`src/rtl/io_bus_arbiter_if.sv`:
```
// Requester A/B handshakes plus the IO port block bus, grouped for the arbiter.
// The slave modport is the arbiter side; the master modport is the requesters and IO block side.
interface io_bus_arbiter_if #(
    parameter int ADDR_W = 8
);
    logic              a_req;
    logic              a_we;
    logic [ADDR_W-1:0] a_addr;
    logic [7:0]        a_wdata;
    logic              a_ack;
    logic [7:0]        a_rdata;
    logic              a_err;

    logic              b_req;
    logic              b_we;
    logic [ADDR_W-1:0] b_addr;
    logic [7:0]        b_wdata;
    logic              b_ack;
    logic [7:0]        b_rdata;
    logic              b_err;

    logic [ADDR_W-1:0] io_addr;
    logic              io_re;
    logic              io_we;
    logic [7:0]        io_din;
    logic [7:0]        io_dout;
    logic              busy;

    modport slave (
        input  a_req, a_we, a_addr, a_wdata,
        output a_ack, a_rdata, a_err,
        input  b_req, b_we, b_addr, b_wdata,
        output b_ack, b_rdata, b_err,
        output io_addr, io_re, io_we, io_din,
        input  io_dout,
        output busy
    );

    modport master (
        output a_req, a_we, a_addr, a_wdata,
        input  a_ack, a_rdata, a_err,
        output b_req, b_we, b_addr, b_wdata,
        input  b_ack, b_rdata, b_err,
        input  io_addr, io_re, io_we, io_din,
        output io_dout,
        input  busy
    );
endinterface

```
`src/rtl/io_bus_arbiter.sv`:
```
// Round-robin two-master arbiter driving the IO port bus (setup/strobe/ack); IO_ADDR_CHECK_EN adds address>7 error acks.
// Latency: req sampled in IDLE -> ack STROBE_CYCLES+2 cycles later; backpressure: requesters hold req until their ack.
module io_bus_arbiter #(
    parameter int STROBE_CYCLES = 1,
    parameter int ADDR_W        = 8
) (
    input  logic              clk,
    input  logic              rst,
    io_bus_arbiter_if.slave   bus
);
    localparam logic [1:0] S_IDLE   = 2'd0;
    localparam logic [1:0] S_SETUP  = 2'd1;
    localparam logic [1:0] S_STROBE = 2'd2;
    localparam logic [1:0] S_ACK    = 2'd3;
    localparam logic [3:0] CNT_LOAD = 4'(STROBE_CYCLES - 1);

    typedef struct packed {
        logic b_sel;
        logic we;
    } xfer_t;

    logic [1:0]        state_q, state_d;
    logic [3:0]        cnt_q, cnt_d;
    logic              last_b_q, last_b_d;
    xfer_t             xfer_q, xfer_d;
    logic [ADDR_W-1:0] io_addr_q, io_addr_d;
    logic [7:0]        io_din_q, io_din_d;
    logic              io_re_q, io_re_d;
    logic              io_we_q, io_we_d;
    logic              a_ack_q, a_ack_d, b_ack_q, b_ack_d;
    logic              a_err_q, a_err_d, b_err_q, b_err_d;
    logic [7:0]        a_rdata_q, a_rdata_d, b_rdata_q, b_rdata_d;
    logic              busy_q, busy_d;

    logic              grant_vld;
    logic              grant_b;
    logic              sel_we;
    logic [ADDR_W-1:0] sel_addr;
    logic [7:0]        sel_wdata;
    logic              addr_bad;

    // On a tie the requester not served last wins; last_b_q=1 means B was served last.
    always_comb begin
        grant_vld = bus.a_req | bus.b_req;
        grant_b   = (bus.a_req && bus.b_req) ? ~last_b_q : bus.b_req;
        sel_we    = grant_b ? bus.b_we    : bus.a_we;
        sel_addr  = grant_b ? bus.b_addr  : bus.a_addr;
        sel_wdata = grant_b ? bus.b_wdata : bus.a_wdata;
    end

`ifdef IO_ADDR_CHECK_EN
    assign addr_bad = (sel_addr > ADDR_W'(7));
`else
    assign addr_bad = 1'b0;
`endif

    always_comb begin
        state_d   = state_q;
        cnt_d     = cnt_q;
        last_b_d  = last_b_q;
        xfer_d    = xfer_q;
        io_addr_d = io_addr_q;
        io_din_d  = io_din_q;
        io_re_d   = 1'b0;
        io_we_d   = 1'b0;
        a_ack_d   = 1'b0;
        b_ack_d   = 1'b0;
        a_err_d   = 1'b0;
        b_err_d   = 1'b0;
        a_rdata_d = a_rdata_q;
        b_rdata_d = b_rdata_q;

        case (state_q)
            S_IDLE: begin
                if (grant_vld) begin
                    xfer_d.b_sel = grant_b;
                    xfer_d.we    = sel_we;
                    last_b_d     = grant_b;
                    if (addr_bad) begin
                        state_d = S_ACK;
                        a_ack_d = ~grant_b;
                        b_ack_d = grant_b;
                        a_err_d = ~grant_b;
                        b_err_d = grant_b;
                    end else begin
                        state_d   = S_SETUP;
                        io_addr_d = sel_addr;
                        io_din_d  = sel_we ? sel_wdata : 8'h00;
                    end
                end
            end
            S_SETUP: begin
                state_d = S_STROBE;
                cnt_d   = CNT_LOAD;
                io_re_d = ~xfer_q.we;
                io_we_d = xfer_q.we;
            end
            S_STROBE: begin
                if (cnt_q == 4'd0) begin
                    state_d = S_ACK;
                    a_ack_d = ~xfer_q.b_sel;
                    b_ack_d = xfer_q.b_sel;
                    if (!xfer_q.we) begin
                        if (xfer_q.b_sel) b_rdata_d = bus.io_dout;
                        else              a_rdata_d = bus.io_dout;
                    end
                end else begin
                    cnt_d   = cnt_q - 4'd1;
                    io_re_d = ~xfer_q.we;
                    io_we_d = xfer_q.we;
                end
            end
            S_ACK:   state_d = S_IDLE;
            default: state_d = S_IDLE;
        endcase

        busy_d = (state_d != S_IDLE);
    end

    always_ff @(posedge clk) begin
        if (rst) begin
            state_q   <= S_IDLE;
            cnt_q     <= 4'd0;
            last_b_q  <= 1'b1;
            xfer_q    <= '0;
            io_addr_q <= '0;
            io_din_q  <= 8'h00;
            io_re_q   <= 1'b0;
            io_we_q   <= 1'b0;
            a_ack_q   <= 1'b0;
            b_ack_q   <= 1'b0;
            a_err_q   <= 1'b0;
            b_err_q   <= 1'b0;
            a_rdata_q <= 8'h00;
            b_rdata_q <= 8'h00;
            busy_q    <= 1'b0;
        end else begin
            state_q   <= state_d;
            cnt_q     <= cnt_d;
            last_b_q  <= last_b_d;
            xfer_q    <= xfer_d;
            io_addr_q <= io_addr_d;
            io_din_q  <= io_din_d;
            io_re_q   <= io_re_d;
            io_we_q   <= io_we_d;
            a_ack_q   <= a_ack_d;
            b_ack_q   <= b_ack_d;
            a_err_q   <= a_err_d;
            b_err_q   <= b_err_d;
            a_rdata_q <= a_rdata_d;
            b_rdata_q <= b_rdata_d;
            busy_q    <= busy_d;
        end
    end

    assign bus.io_addr = io_addr_q;
    assign bus.io_din  = io_din_q;
    assign bus.io_re   = io_re_q;
    assign bus.io_we   = io_we_q;
    assign bus.a_ack   = a_ack_q;
    assign bus.b_ack   = b_ack_q;
    assign bus.a_err   = a_err_q;
    assign bus.b_err   = b_err_q;
    assign bus.a_rdata = a_rdata_q;
    assign bus.b_rdata = b_rdata_q;
    assign bus.busy    = busy_q;
endmodule
```
`src/flat_wrapper.sv`:
```
// flat-port wrapper written by rule: the top's interface ports become plain ports
module io_bus_arbiter_flat 
#(
    parameter int STROBE_CYCLES = 1,
    parameter int ADDR_W        = 8
)
  (clk, rst, bus_a_req, bus_a_we, bus_a_addr, bus_a_wdata, bus_a_ack, bus_a_rdata, bus_a_err, bus_b_req, bus_b_we, bus_b_addr, bus_b_wdata, bus_b_ack, bus_b_rdata, bus_b_err, bus_io_addr, bus_io_re, bus_io_we, bus_io_din, bus_io_dout, bus_busy);
  io_bus_arbiter_if #(.ADDR_W(ADDR_W)) bus_i ();
  input  logic clk;
  input  logic rst;
  input wire logic [$bits(bus_i.a_req)-1:0] bus_a_req;
  input wire logic [$bits(bus_i.a_we)-1:0] bus_a_we;
  input wire logic [$bits(bus_i.a_addr)-1:0] bus_a_addr;
  input wire logic [$bits(bus_i.a_wdata)-1:0] bus_a_wdata;
  output wire logic [$bits(bus_i.a_ack)-1:0] bus_a_ack;
  output wire logic [$bits(bus_i.a_rdata)-1:0] bus_a_rdata;
  output wire logic [$bits(bus_i.a_err)-1:0] bus_a_err;
  input wire logic [$bits(bus_i.b_req)-1:0] bus_b_req;
  input wire logic [$bits(bus_i.b_we)-1:0] bus_b_we;
  input wire logic [$bits(bus_i.b_addr)-1:0] bus_b_addr;
  input wire logic [$bits(bus_i.b_wdata)-1:0] bus_b_wdata;
  output wire logic [$bits(bus_i.b_ack)-1:0] bus_b_ack;
  output wire logic [$bits(bus_i.b_rdata)-1:0] bus_b_rdata;
  output wire logic [$bits(bus_i.b_err)-1:0] bus_b_err;
  output wire logic [$bits(bus_i.io_addr)-1:0] bus_io_addr;
  output wire logic [$bits(bus_i.io_re)-1:0] bus_io_re;
  output wire logic [$bits(bus_i.io_we)-1:0] bus_io_we;
  output wire logic [$bits(bus_i.io_din)-1:0] bus_io_din;
  input wire logic [$bits(bus_i.io_dout)-1:0] bus_io_dout;
  output wire logic [$bits(bus_i.busy)-1:0] bus_busy;
  assign bus_i.a_req = bus_a_req;
  assign bus_i.a_we = bus_a_we;
  assign bus_i.a_addr = bus_a_addr;
  assign bus_i.a_wdata = bus_a_wdata;
  assign bus_a_ack = bus_i.a_ack;
  assign bus_a_rdata = bus_i.a_rdata;
  assign bus_a_err = bus_i.a_err;
  assign bus_i.b_req = bus_b_req;
  assign bus_i.b_we = bus_b_we;
  assign bus_i.b_addr = bus_b_addr;
  assign bus_i.b_wdata = bus_b_wdata;
  assign bus_b_ack = bus_i.b_ack;
  assign bus_b_rdata = bus_i.b_rdata;
  assign bus_b_err = bus_i.b_err;
  assign bus_io_addr = bus_i.io_addr;
  assign bus_io_re = bus_i.io_re;
  assign bus_io_we = bus_i.io_we;
  assign bus_io_din = bus_i.io_din;
  assign bus_i.io_dout = bus_io_dout;
  assign bus_busy = bus_i.busy;
  io_bus_arbiter #(.STROBE_CYCLES(STROBE_CYCLES), .ADDR_W(ADDR_W)) u_core (.clk(clk), .rst(rst), .bus(bus_i));
endmodule
```
`config.mk`:
```
export PLATFORM = sky130hd
export DESIGN_NAME = io_bus_arbiter_flat
export DESIGN_NICKNAME = d
export VERILOG_FILES = /design/src/rtl/io_bus_arbiter_if.sv /design/src/rtl/io_bus_arbiter.sv /design/src/flat_wrapper.sv
export SDC_FILE = /design/constraint.sdc
export NUM_CORES = 1
export LEC_CHECK = 0
export CAP_MARGIN = 20
export CORE_ASPECT_RATIO = 0.7
export CORE_UTILIZATION = 40
export DETAILED_ROUTE_END_ITERATION = 6
export PLACE_DENSITY = 0.88
export SLEW_MARGIN = 10
export SYNTH_ARGS = -nofsm -noshare
export SYNTH_HDL_FRONTEND = slang
export SYNTH_SLANG_ARGS = --single-unit
```
`constraint.sdc`:
```
create_clock -name clk -period 1.7 [get_ports clk]
set_input_delay 0.425 -clock clk [delete_from_list [all_inputs] [get_ports clk]]
set_output_delay 0.425 -clock clk [all_outputs]
set_load 0.03 [all_outputs]
```
==> flow_summary.ini, run 1 <==
[cells_and_area]
fin_nets = 339
nFillCells = 366
ff_latch_area_um2 = 921
multi_input_area_um2 = 968
syn_to_final_growth_pct = 51.0
drive_gt1_share_pct = 11.8
finalNonFillerCells = 354
fin_area_mm2 = 0.00299
diodes = 0

[hold_path]
hold_path.class = flip-flop to flip-flop
min_to = u_core.bus.io_re
hold_path_depth = 1
hold_start = u_core.xfer_q[0]

[global_route]
grt_pass1_wl_mm = 7.24
grt_pass1_vias = 1612
grtUsageTotal_pct = 18.0
grt-ovfl-total = 0
antenna_found_initial = 0
grt_max_degree = 17

[timing]
timing.fmax_mhz = 628
drv_slew = 0
hold_viol_final = 0
setup-violations-final = 0
min_period_ps = 1590
fin_skew_ps = 13.6
period_share_pct = 93.6

[detailed_routing]
dr_total_vias = 1692
ant_nets = 0
vias_per_cell = 4.78
firstDrtPassIters = 4
drtIter0Drc = 51
avgRoutedWirePerCell_um = 12.9
drt-total-wl_mm = 4.58
drc = 0

[critical_path]
startpoint_type = flip-flop
r2r-start = u_core.cnt_q[0]
critical-path-max-stage-delay_ps = 390
reg2reg_to = u_core.bus.busy
cp.required_ps = 1890
path_cells = inv_2, ha_2, nor3b_4, buf_4, nor3_1, nor4_1, or2_2
cp_max_fo = 4
rr_worst_depth = 7
rrSetupSlack_ps = 110
worstPathArrival_ps = 1780
criticalPathCategory = flip-flop to flip-flop
critPathSlowestCell = dfxtp_1
worstSetupEndpointType = flip-flop

[clocking]
ctsHtreeMaxLevel = 2
cts.sinks = 46
clk_path_buf_depth = 2
clkTransAtPathRegs_ps = 90
numCtsBuffers = 5
cts_tree = yes
cts_root_buffer = clkbuf_8
clkLatencyLatePin_ps = 300
ctsHoldBuffers = 0

[die]
dieWidth_um = 86.1
rows = 20
die_h_um = 60.8
core_area_mm2 = 0.00453
num_io_pins = 85
start_util_pct = 43.7
design.die.area_mm2 = 0.00523

[place]
place_inst = 345
gp_congestion = 0.737
dpl.hpwl_mm = 3.37
io_buffers = 82
place_area_mm2 = 0.00292

[yosys]
synth.most_common_cell = dfxtp_1
syn_area_mm2 = 0.00198
yosys.area.top_type = dfxtp_1
synth_edf_count = 0
synthCells = 197
ys_seq_area_share_pct = 46.6
synth_commonest_cells = dfxtp_1, nor2_1, mux2i_1, o21ai_0, nand3b_1
synth_top_area_share_pct = 46.6
synth_ff_type = dfxtp_1
synth.avg_cell_area_um2 = 10.0
async_flop_share_pct = 0
synth.distinct_cells = 36
ys_seq_elements = 46
ys_warn_count = 0
synth_area_leaders = dfxtp_1, mux2i_1, nor2_1

[status]
status = complete, no violations

[job]
maxCapViolCount = 0

[power_and_ir_drop]
finalPower_mw = 3.61
ir_drop_mv = 0.766
powerDensity_mw_per_mm2 = 1210
p_leak_nw = 1.35
## worst max-delay path, delay by kind of cell (launching register included)
kind | cells | cell delay, ps
buf+inv | 2 | 210
fa+ha+maj | 1 | 190
flops | 1 | 390
simple gates | 4 | 710
## metrics by stage
step	util, %	hold slack, ps	worst slack (ps)	TNS (ps)
finish	66.0	460	108	0
global route	66.0	487	-16.6	-16.6
CTS	65.4	460	42.4	0
detailed placement	64.5	439	-165	-2070
global placement	64.5	439	-89.2	-840
floorplan	-	414	182	0
## registers in the layout, summed over array words and instances, names as in the netlist, 2 cells and up
name	count
u_core.bus.io_din	8
u_core.xfer_q	2
u_core.state_q	2
u_core.bus.b_rdata	8
u_core.cnt_q	4
u_core.bus.a_rdata	8
u_core.bus.io_addr	8
## worst max-delay path by stage
stage / startpoint / end / slack, ps
6_report: u_core.cnt_q[0] / u_core.bus.busy / 110
2_1_floorplan: u_core.cnt_q[0] / u_core.bus.a_rdata[3] / 180
4_1_cts: u_core.state_q[0] / u_core.bus.b_rdata[4] / 40
3_5_place_dp: bus_b_req / u_core.bus.io_addr[7] / -170
5_1_grt: u_core.cnt_q[0] / u_core.bus.busy / -20
3_3_place_gp: bus_b_req / u_core.bus.io_addr[7] / -90
## layer usage
| layer | global-route usage (%) | part of all wire (%) | up-vias | routed length (um) |
|---|---|---|---|---|
| li1 | - | - | 864 | - |
| met1 | 22.9 | 48 | 774 | 2220 |
| met2 | 30.5 | 45 | 50 | 2040 |
| met3 | 5.44 | 6.7 | 4 | 305 |
| met4 | 4.29 | 0.37 | 0 | 17 |
| met5 | 0 | 0 | - | 0 |
## area by class of cell
type	instances	share of cell area [%]
Multi-Input combinational cell	134	32.4
Clock buffer	5	2.30
Inverter	5	0.628
Clock inverter	3	0.628
Tap cell	66	2.76
Sequential cell	46	30.8
Timing Repair Buffer	95	30.4
## kinds of logic after synthesis
| family | count (synthesis) | synth area share (%) |
|---|---|---|
| multiplexers | 32 | 16.2 |
| buffers and inverters | 18 | 5.50 |
| AO/OA/AOI/OAI | 32 | 10.7 |
| other | 1 | 0.190 |
| adder cells (fa/ha/maj) | 6 | 3.79 |
| flip-flops | 46 | 46.6 |
| AND/OR/NAND/NOR | 62 | 17.1 |
## layout by cell type (no fill, tap or decap), types with 4 or more instances in the layout
cell,Yosys,routed
a211oi_1,8,8
dfxtp_1,46,46
o21ai_0,11,11
ha_1,6,4
a21oi_1,4,4
nand3b_1,9,9
clkdlybuf4s50_1,0,45
buf_4,2,10
clkbuf_8,0,5
mux2i_1,32,32
dlygate4sd2_1,0,37
nor2_1,33,33
## power breakdown
group / switching [mW] / internal, mW / total, mW
logic: 0.894 / 0.666 / 1.56
clock network: 0.364 / 0.289 / 0.654
registers: 0.117 / 1.28 / 1.40
total: 1.38 / 2.24 / 3.61
## timing repair
item | in CTS | in global routing
resized for setup | 37 | 6
endpoints found under the setup margin | 37 | 17
buffers inserted | 0 | 1
pin swaps | 0 | 1
Power figures use the tool's default switching activity.
==> run 2: changes to the inputs <==
--- a/config.mk
+++ b/config.mk
@@ -7,9 +7,9 @@
 export LEC_CHECK = 0
 export CAP_MARGIN = 20
 export CORE_ASPECT_RATIO = 0.7
-export CORE_UTILIZATION = 40
+export CORE_UTILIZATION = 33
 export DETAILED_ROUTE_END_ITERATION = 6
-export PLACE_DENSITY = 0.88
+export PLACE_DENSITY = 0.77
 export SLEW_MARGIN = 10
 export SYNTH_ARGS = -nofsm -noshare
 export SYNTH_HDL_FRONTEND = slang
==> run 2 against run 1 <==
Flip-flop and latch count is the same. Sequential share of layout area fell by 0.24 points. Via count about the same. Fmax is 0.71% higher. Combinational power barely moved. Critical path depth did not move. Power up 0.85%. Global-route usage down 3.6 points. Die area grew 21%. Clock power increased by 6.9%. Cell count is 3.4% higher. Register-to-register slack about the same. Largest cell class unchanged. Highest routed layer unchanged.
==> flow_summary.ini, run 2 (same netlist as run 1, synthesis figures left out) <==
[die]
dieWidth_um = 94.5
num_io_pins = 85
start_util_pct = 34.4
die_h_um = 66.8
rows = 23
core_area_mm2 = 0.00576
design.die.area_mm2 = 0.00631

[critical_path]
startpoint_type = flip-flop
cp.required_ps = 1900
worstSetupEndpointType = flip-flop
path_cells = inv_1, ha_2, nor3b_4, buf_4, nand4_4, mux2i_1, nor2_1
path_buf_inv = 2
cp_max_fo = 8
criticalPathCategory = flip-flop to flip-flop
rrSetupSlack_ps = 120
critPathSlowestCell = dfxtp_2
critPathTopFamily = simple AND/OR/NAND/NOR gates
critical-path-max-stage-delay_ps = 340
worstPathArrival_ps = 1780

[detailed_routing]
drt-total-wl_mm = 4.35
drc = 0
ant_nets = 0
drtIter0Drc = 47
firstDrtPassIters = 4
dr_total_vias = 1691
vias_per_cell = 4.62
avgRoutedWirePerCell_um = 11.9

[timing]
setup-violations-final = 0
min_period_ps = 1580
timing.fmax_mhz = 633
hold_viol_final = 0
drv_slew = 0
rsz0062_at_grt = no
fin_skew_ps = 15.3
period_share_pct = 93.0
tns_ps = 0

[clocking]
clkTransAtPathRegs_ps = 90
clkLatencyLatePin_ps = 300
numCtsBuffers = 5
cts_root_buffer = clkbuf_8
cts_tree = yes
cts.sinks = 46
ctsHtreeMaxLevel = 2
clk_path_buf_depth = 2

[global_route]
grt-ovfl-total = 0
grtUsageTotal_pct = 14.3
grt_max_degree = 17
grt_pass1_wl_mm = 7.07
grt_pass1_vias = 1616
antenna_found_initial = 0

[cells_and_area]
fin_util_pct = 52.4
syn_to_final_growth_pct = 52.4
diodes = 0
final_cell_mix = clkdlybuf4s50_1, dfxtp_1, dlygate4sd2_1
fin_nets = 342
drive_gt1_share_pct = 11.7

[place]
gp_congestion = 0.805
dpl.hpwl_mm = 3.36
io_buffers = 82

[power_and_ir_drop]
powerDensity_mw_per_mm2 = 1210
ir_drop_mv = 0.531
p_leak_nw = 1.36

[status]
status = complete, no violations

[job]
maxCapViolCount = 0

[hold_path]
hold_path.class = flip-flop to flip-flop
==> run 2: cell count changes in the layout (fill, tap and decap cells not counted), moves of 2 or more <==
cell	change
buf_4	+4
clkinv_2	-2
inv_1	+2
inv_2	-2
==> run 2: timing repair <==
action,in CTS,in global routing
setup endpoints to repair,37,21
endpoints found under the hold margin,0,0
pin swaps,0,1
hold buffers,0,0
gates resized for setup,37,4
buffers inserted,0,1
gates cloned,0,0
==> run 2: layer usage <==
layer | track usage, % | up-vias | share of wire (%)
met5 | 0 | - | 0
met4 | 3.41 | 0 | 0.81
met3 | 4.45 | 4 | 5.8
met2 | 25.1 | 44 | 46
met1 | 17.2 | 774 | 48
li1 | - | 869 | -
==> run 2: final cells by class <==
cell class / instances / area [um2]
inverter: 5 / 18.8
timing repair buffer: 98 / 920
tap: 75 / 93.8
fill: 539 / 2740
sequential: 46 / 922
clock buffer: 7 / 86.3
clock inverter: 1 / 8.76
multi-input combinational: 134 / 966
==> run 2: per-stage QoR <==
step / worst slack [ps] / hold WS [ps] / power, mW / instances / area (um2)
after floorplan: 182 / 414 / 2.41 / 198 / 1980
after global placement: -82.4 / 444 / 3.06 / 357 / 2940
after detailed placement: -116 / 436 / 3.08 / 357 / 2940
after CTS: 10.6 / 457 / 3.68 / 365 / 2990
after global routing: 6.01 / 476 / 3.88 / 366 / 3020
final: 120 / 456 / 3.64 / 366 / 3020
==> run 2: worst paths after layout <==
path                          from                     to  depth (start not counted)
setup / recovery   u_core.cnt_q[0]  u_core.bus.b_rdata[4]                          7
setup reg to reg   u_core.cnt_q[0]  u_core.bus.b_rdata[4]                          7
hold reg to reg   u_core.xfer_q[0]       u_core.bus.io_re                          1
hold / removal    u_core.xfer_q[0]       u_core.bus.io_re                          1
==> run 2: power by group <==
group / total (mW) / switching, mW / internal, mW / leakage (nW)
Clock: 0.699 / 0.363 / 0.336 / 0.0489
Combinational: 1.55 / 0.872 / 0.676 / 0.931
Sequential: 1.40 / 0.114 / 1.28 / 0.376
Total: 3.64 / 1.35 / 2.29 / 1.36
==> run 3: changes to the inputs <==
--- a/config.mk
+++ b/config.mk
@@ -7,6 +7,7 @@
 export LEC_CHECK = 0
 export CAP_MARGIN = 20
 export CORE_ASPECT_RATIO = 0.7
+export CORE_MARGIN = 4
 export CORE_UTILIZATION = 33
 export DETAILED_ROUTE_END_ITERATION = 6
 export PLACE_DENSITY = 0.77
==> run 3 against run 2 <==
Sequential power about the same. Global-route usage fell by 1.4 points. Sequential share of layout area is 0.24 points lower. Largest cell class unchanged. Design area up 0.66%. Critical path depth is the same. Core utilization grew 0.35 points. Clock skew fell by 6.1 ps. Clock power up 16%.
==> flow_summary.ini, run 3 (same netlist as run 1, synthesis figures left out) <==
[status]
status = complete, no violations

[die]
core_area_mm2 = 0.00576
num_io_pins = 85
dieWidth_um = 101
design.die.area_mm2 = 0.00732
rows = 23
die_h_um = 72.8
start_util_pct = 34.4

[critical_path]
path_cells = inv_1, ha_1, nor3b_4, and4b_1, buf_12, mux2i_2, nor2_1
cp_max_fo = 8
criticalPathCategory = flip-flop to flip-flop
worstPathArrival_ps = 1800
cp.required_ps = 1900
worstSetupEndpointType = flip-flop
startpoint_type = flip-flop
critical-path-max-stage-delay_ps = 320
critPathSlowestCell = dfxtp_1

[clocking]
ctsHoldBuffers = 0
numCtsBuffers = 5
clkLatencyLatePin_ps = 300
cts_root_buffer = clkbuf_8
clkTransAtPathRegs_ps = 90
cts_tree = yes
clk_path_buf_depth = 2
ctsHtreeMaxLevel = 2
cts.sinks = 46

[global_route]
grt-ovfl-total = 0
grt_pass1_vias = 1642
antenna_found_initial = 0
grtUsageTotal_pct = 12.9
grt_pass1_wl_mm = 7.54
grt_max_degree = 28

[cells_and_area]
final_common_cell = dfxtp_1
syn_to_final_growth_pct = 53.4
fin_nets = 339
diodes = 0
final_cell_mix = dfxtp_1, clkdlybuf4s50_1, dlygate4sd2_1
drive_gt1_share_pct = 10.8
nFillCells = 541

[detailed_routing]
vias_per_cell = 4.57
firstDrtPassIters = 4
drt-total-wl_mm = 4.69
avgRoutedWirePerCell_um = 12.9
ant_nets = 0
dr_total_vias = 1660
drc = 0
drtIter0Drc = 40

[hold_path]
hold_path.class = flip-flop to flip-flop

[timing]
hold_viol_final = 0
fin_skew_ps = 9.16
setup-violations-final = 0
min_period_ps = 1600
timing.fmax_mhz = 623
period_share_pct = 94.4
tns_ps = 0
drv_slew = 0
setup_ws_ps = 95.6

[power_and_ir_drop]
p_clk_share_pct = 21.4
p_int_mw = 2.40
ir_drop_mv = 0.521
pwr-share-comb_pct = 41.7
swShare_pct = 36.4
switching_power_mw = 1.38
powerDensity_mw_per_mm2 = 1240
seq_power_share_pct = 36.9
p_leak_nw = 1.36

[job]
maxCapViolCount = 0

[place]
gp_congestion = 0.780
dpl_worst_slack_ps = -95.9
dpl.hpwl_mm = 3.64
io_buffers = 82
## run 3: power groups by stage
stage                     clock network [mW]  registers, mW  logic [mW]
after floorplan                            0           1.73       0.686
after global placement                     0           1.42        1.65
after detailed placement                   0           1.43        1.68
after CTS                              0.834           1.40        1.58
after global routing                   0.875           1.42        1.70
final                                  0.809           1.39        1.57
## run 3: per-stage QoR
stage	std cells	utilization, %	instance area [um2]	total power [mW]	hold WS (ps)
global placement	354	51.2	2950	3.08	449
floorplan	198	-	1980	2.41	414
detailed placement	354	51.2	2950	3.10	449
finish	363	52.7	3040	3.78	464
global route	363	52.7	3040	4.00	485
CTS	362	52.3	3010	3.81	469
## run 3: final timing paths
kind,startpoint,endpoint,slack (ps),cells past startpoint
max reg2reg,u_core.cnt_q[1],u_core.bus.a_rdata[2],100,7
max,u_core.cnt_q[1],u_core.bus.a_rdata[2],100,7
min reg2reg,u_core.xfer_q[0],u_core.bus.io_re,460,1
min,u_core.xfer_q[0],u_core.bus.io_re,460,1
## run 3: worst max-delay path, delay by kind of cell (launching register included)
| family | cells | cell delay [ps] |
|---|---|---|
| mux | 1 | 220 |
| simple gates | 3 | 540 |
| buf+inv | 2 | 250 |
| fa+ha+maj | 1 | 170 |
| flops | 1 | 320 |
## run 3: routing by layer
metal | up-vias | routed length, um | global-route usage (%)
met2 | 52 | 2020 | 20.5
met4 | 0 | 55 | 4.48
li1 | 866 | - | -
met5 | - | 0 | 0
met3 | 8 | 356 | 4.49
met1 | 734 | 2250 | 16.4
## run 3: layout make-up
type	count	area (um2)	share of cell area, %
inverters	5	18.8	0.618
flip-flops and latches	46	921	30.3
clock buffers	5	68.8	2.27
multi-input cells	134	967	31.9
clock inverters	3	43.8	1.44
well taps	75	93.8	3.09
repair buffers	95	922	30.4
## run 3: repair_timing
item                       4_1_cts  5_1_grt
setup endpoints to repair       37       12
buffers inserted                 0        1
gates resized for setup         37        3
hold endpoints to repair         0        0
